[config.mk]
export PLATFORM = sky130hd
export DESIGN_NAME = or_accumulator
export DESIGN_NICKNAME = d
export VERILOG_FILES = /design/src/rtl/or_accumulator.sv
export SDC_FILE = /design/constraint.sdc
export NUM_CORES = 1
export LEC_CHECK = 0
export ABC_AREA = 1
export ABC_CLOCK_PERIOD_IN_PS = 3900
export BUFFER_PORTS_ARGS = -buffer_cell sky130_fd_sc_hd__buf_2
export CAP_MARGIN = 20
export CELL_PAD_IN_SITES_DETAIL_PLACEMENT = 0
export CELL_PAD_IN_SITES_GLOBAL_PLACEMENT = 1
export CORE_MARGIN = 2
export CORE_UTILIZATION = 40
export CTS_BUF_LIST = sky130_fd_sc_hd__clkbuf_4 sky130_fd_sc_hd__clkbuf_8 sky130_fd_sc_hd__clkbuf_16
export DETAILED_ROUTE_END_ITERATION = 8
export PLACE_DENSITY = 0.77
export SKIP_LAST_GASP = 1
export SYNTH_ARGS = -nofsm -noshare
export SYNTH_HDL_FRONTEND = slang
export SYNTH_SLANG_ARGS = --single-unit
[constraint.sdc]
create_clock -name clk -period 3.9 [get_ports clk]
set_input_delay 0.585 -clock clk [delete_from_list [all_inputs] [get_ports clk]]
set_output_delay 0.585 -clock clk [all_outputs]
set_load 0.005 [all_outputs]
[src/rtl/or_accumulator.sv]
// or_accumulator: ORs accepted words into frames of up to FRAME_LEN words and holds each frame until delivered
module or_accumulator #(
  parameter int WIDTH     = 1,
  parameter int FRAME_LEN = 4
) (
  input  logic             clk,
  input  logic             rst_n,
  input  logic             in_valid,
  output logic             in_ready,
  input  logic [WIDTH-1:0] in_data,
  input  logic             flush,
  output logic             out_valid,
  input  logic             out_ready,
  output logic [WIDTH-1:0] out_data,
  output logic [7:0]       out_count
);
  localparam logic [7:0] FL = 8'(FRAME_LEN);
  typedef enum logic [1:0] {IDLE, ACCUM, HOLD} state_t;
  state_t           state;
  logic [WIDTH-1:0] acc, nacc;
  logic [7:0]       cnt, ncnt;
  logic             accept, close;
  // next accumulator/count and whether this cycle closes the frame; first word in IDLE loads rather than ORs
  always_comb begin
    in_ready = rst_n && (state != HOLD);
    accept   = in_valid && in_ready;
    nacc     = accept ? ((state == IDLE) ? in_data : (acc | in_data)) : acc;
    ncnt     = accept ? ((state == IDLE) ? 8'd1 : cnt + 8'd1) : cnt;
    close    = accept ? (ncnt == FL || flush) : (state == ACCUM && flush);
  end
  // frame state machine with registered frame outputs, held stable while in HOLD
  always_ff @(posedge clk or negedge rst_n) begin
    if (!rst_n) begin
      state     <= IDLE;
      acc       <= '0;
      cnt       <= '0;
      out_valid <= 1'b0;
      out_data  <= '0;
      out_count <= '0;
    end else if (state == HOLD) begin
      if (out_ready) begin
        state     <= IDLE;
        out_valid <= 1'b0;
        acc       <= '0;
        cnt       <= '0;
      end
    end else if (close) begin
      state     <= HOLD;
      out_valid <= 1'b1;
      out_data  <= nacc;
      out_count <= ncnt;
      acc       <= nacc;
      cnt       <= ncnt;
    end else if (accept) begin
      state <= ACCUM;
      acc   <= nacc;
      cnt   <= ncnt;
    end
  end
endmodule

Yosys cells after proc, flatten, opt, wreduce, memory -nomap -nowiden
Index checks and enable logic that the tools add are counted.
Word-level totals
  input port bits: 6
  bits in registers: 21
  word-level logic and storage cells: 43
  output and inout bits: 11
Cells by class
  reduce and logical (&&, ||, !) cells: 10
  add/sub/neg operators: 1
  bitwise operators: 2
  muxes and demuxes: 19
  equal/unequal tests: 5
Operators by type and width (count)
  8-bit two-way mux: 6
  1-bit two-way mux: 9
  8-bit by 1-bit adder with 8-bit output, second input constant: 1
  8-bit by 3-bit == test with 1-bit output, second input constant: 1
  2-bit two-way mux: 4
  2-bit AND reduction: 3
  2-bit inequality test, second input constant: 2
  1-bit logical AND: 3
  3-bit nonzero test: 1
  2-bit by 1-bit == test with 1-bit output, second input constant: 1
  2-bit == test, second input constant: 1
  2-bit zero test: 1
  2-bit nonzero test: 1
  1-bit logical OR: 1
  1-bit inverter: 1
  1-bit OR: 1

Longest topological paths before layout
  word-level depth: 9
  depth in mapped cells: 15
  depth with buffers taken out: 14

Worst setup path after synthesis
Ideal clock, no wire load.
  path kind: input-to-reg
  start: in in_valid
  end: reg out_count[0]
  buffers on the path: 1
  slack: 2.243 ns
  arrival time: 1.540 ns
  stages: 12
  cells stage by stage: inv_1 > nor2_8 > nand2_2 > nand3_1 > nand2_1 > nor2_1 > nand2_1 > nand2_2 > nand2_2 > buf_6 > nand2_1 > nand2_1
On the way
  cells in the longest elaborated chain, start to end: 6
RTL lines
  start, declared: line 8  | input logic in_valid,
  1-bit logical AND *: line 26  | accept = in_valid && in_ready;
  8-bit two-way mux: line 28  | ncnt = accept ? ((state == IDLE) ? 8'd1 : cnt + 8'd1) : cnt;
  8-bit by 3-bit == test with 1-bit output: line 29  | close = accept ? (ncnt == FL || flush) : (state == ACCUM && flush);
  1-bit logical OR: line 29
  1-bit two-way mux: line 29
  2-bit AND reduction (no source line)
  end signal, assigned: line 51  | out_count <= ncnt;
  end, declared: line 15  | output logic [7:0] out_count
Mark *: on every way between the ends. The rest lies on a longest branch, timed or not.
A chain may end at the register's enable or synchronous reset.

Worst setup path after layout
  start: in rst_n
  end: reg cnt[1]
On the way
  cells in the longest elaborated chain, start to end: 8
RTL lines
  start, declared: line 7  | input logic rst_n,
  1-bit logical AND *: line 25  | in_ready = rst_n && (state != HOLD);
  1-bit logical AND *: line 26
  8-bit two-way mux: line 28
  8-bit by 3-bit == test with 1-bit output: line 29
  1-bit logical OR: line 29
  1-bit two-way mux: line 29
  3-bit nonzero test (no source line) or 8-bit two-way mux (tied branches)
  2-bit AND reduction (no source line) or 8-bit two-way mux (tied branches)
  end signal, assigned: line 53  | cnt <= ncnt;
  end signal, assigned: line 57  | cnt <= ncnt;
  end, declared: line 21  | logic [7:0] cnt, ncnt;
Mark *: on every way between the ends. The rest lies on a longest branch, timed or not. The select of a mux whose other input is x is not followed.

==> run metrics <==
Worst-Margin Slew between 500 and 600 ps; Max IR drop VDD between 0.4 and 0.5 mV; First-pass DRT Iterations 4; met1 Use GR 25.6%; Setup Buffers After CTS 0; CTS tree done; clock sink count 21; first-pass GRT wire length 4770 um; TNS Setup 0 ps; Slew Limit Fails 0; status completed; Tot GR Track Use 18.4%; IO Port Bufs 16; hold buffers post-CTS 0; clock period minus worst slack 2440 ps; sequential share of the synthesized area 44.5%; Final ANT Viol Nets 0; grt met2 use 28.3%; Crit. End Element register; Hold Path Class input pin to asynchronous set/reset pin; Finished Cell Area approximately 1300 um^2; Critical Path RT 4070 ps; leak pwr ~0.77 nW; met3 usage 4.62%; CP max FO 24; commonest non-fill, non-tap cell in the layout nand2_1; I/O pin total 17; post-DP HPWL 2020 um; type of origin of the critical path input pin; Final period util around 63%; first-iteration detailed-routing DRC count 63; final net count 187; clock slew at reported path FFs roughly 120 ps; crit-path most repeated cell nand2_1; RSZ-0062 raised after global routing false; die area 3400 um^2; synthesis-to-finish area growth 10.5%; pin count of the biggest net entering global routing 25; Critical Path, Cell by Cell buf_2, nand3_2, nand2_1, clkinv_1, nand2_1, o22ai_1; Syn. warnings 0; Yosys reg bits 21; Worst Path Arrival 2610 ps; number of global-route vias before repair roughly 1,100; GRT busiest layer met2; ant diodes 0; layout cell share with drive strength beyond 1 around 16%; Initial Utilization 42.4%; core area approximately 2800 um^2; Power per Cell Area 641 nW/um^2; Netlist cell types 20; Mapped Nets roughly 170; fill cell count between 300 and 400; placer congestion estimate 0.813; grt total ovfl 0; critical-path cell with the highest stage delay buf_2; Crit Path Category input pin to register; post-synthesis cell count 162; max cap viols 0; DP Area 1280 um^2; vias per cell around 5.2; commonest cells after routing, fill and taps aside nand2_1, inv_1, nand3_1; Bufs on Longest Clock Path 2; Final Total Pwr about 0.00084 W; clk root buf clkbuf_4; final wirelength 2690 um; DRC violation count after routing 0; fmax 410 MHz; vias post-DR 1,099; cts repair resizes 0; Cell Area, Synth between 1000 and 1500 um^2; cell row count 19; final hold vios 0; CTS buffer count 3; CTS HTree Levels 1; FF-to-FF setup slack roughly 1700 ps; worst-skew pair later-pin latency 300 ps; Slowest Stage Delay on Critical Path 420 ps; wire per inst approximately 13 um; initial antenna violation count 0; setup violators final 0; worst clock skew 6.22 ps; die height 58.3 um; Mean Syn Cell Area about 7.3 um^2; Die W 58.3 um; Worst slew margin between 60% and 70%; R2R depth 6
power by group:
part	switching (W)	internal, W
combinational	0.000238	0.000127
sequential	0.0000660	0.000300
clock	0.0000656	0.0000383
flip-flops by register name, summed over array words and instances (netlist names):
name       count
cnt            8
acc            1
state          2
out_data       1
out_count      8
out_valid      1
worst paths after layout:
check,end,start
max,cnt[1],rst_n
min,cnt[6],rst_n
max reg2reg,cnt[1],state[1]
min reg2reg,out_count[0],out_count[0]
max in group asynchronous,out_count[2],rst_n
min in group clk,out_count[0],out_count[0]
final cells by class:
class                      count  area, um^2  area share (%)
tap                           31        38.8            2.98
multi-input combinational    110         527            40.4
timing repair buffer          16        80.1            6.14
clock inverter                 1        5.00           0.384
inverter                      28         105            8.06
sequential                    21         526            40.3
clock buffer                   3        22.5            1.73
metal layers:
metal | up-vias | wire, um | share of wire (%)
met4 | 0 | 15 | 0.56
met5 | - | 0 | 0
met3 | 2 | 175 | 6.5
li1 | 549 | - | -
met2 | 39 | 1250 | 46
met1 | 509 | 1250 | 46
worst max-delay path: cells and delay by family:
family	cells	cell delay (ps)
buffers and inverters	2	780
and+or+nand+nor	3	1100
AOI/OAI and AO/OA	1	130
cell usage after synthesis:
master / count / area share (%)
buf_4: 1 / 0.64
nand3_2: 1 / 0.85
o21ai_0: 5 / 2.1
inv_2: 2 / 0.64
nand3_1: 25 / 11
nor2_1: 8 / 2.5
clkbuf_1: 1 / 0.32
buf_6: 1 / 0.95
inv_1: 25 / 8.0
a22oi_1: 1 / 0.64
nand2_2: 5 / 2.7
o22ai_1: 8 / 4.2
nor2_8: 1 / 1.7
a21oi_1: 1 / 0.42
clkinv_1: 1 / 0.32
nand2_1: 50 / 16
o21ai_1: 2 / 0.85
ha_1: 1 / 1.1
dfrtp_1: 21 / 45
nand4_1: 2 / 1.1
cell families (layout without fill, tap and decap cells):
group                      Yosys count  after routing  share of synthesized area [%]
AOI/OAI and AO/OA                   17             17                           8.27
DFF                                 21             21                           44.5
and+or+nand+nor                     92             92                           35.3
buffers and inverters               31             48                           10.8
adders and majority gates            1              1                           1.06
stage by stage:
| step | cells | util [%] | worst slack [ps] | hold slack (ps) |
|---|---|---|---|---|
| global placement | 206 | 45.9 | 1240 | 452 |
| finish | 210 | 46.9 | 1460 | 238 |
| detailed placement | 206 | 45.9 | 1140 | 455 |
| CTS | 210 | 46.9 | 1480 | 248 |
| floorplan | 162 | - | 2240 | 289 |
| global route | 210 | 46.9 | 1180 | 260 |
No activity file was read; power rests on OpenSTA's default activity.
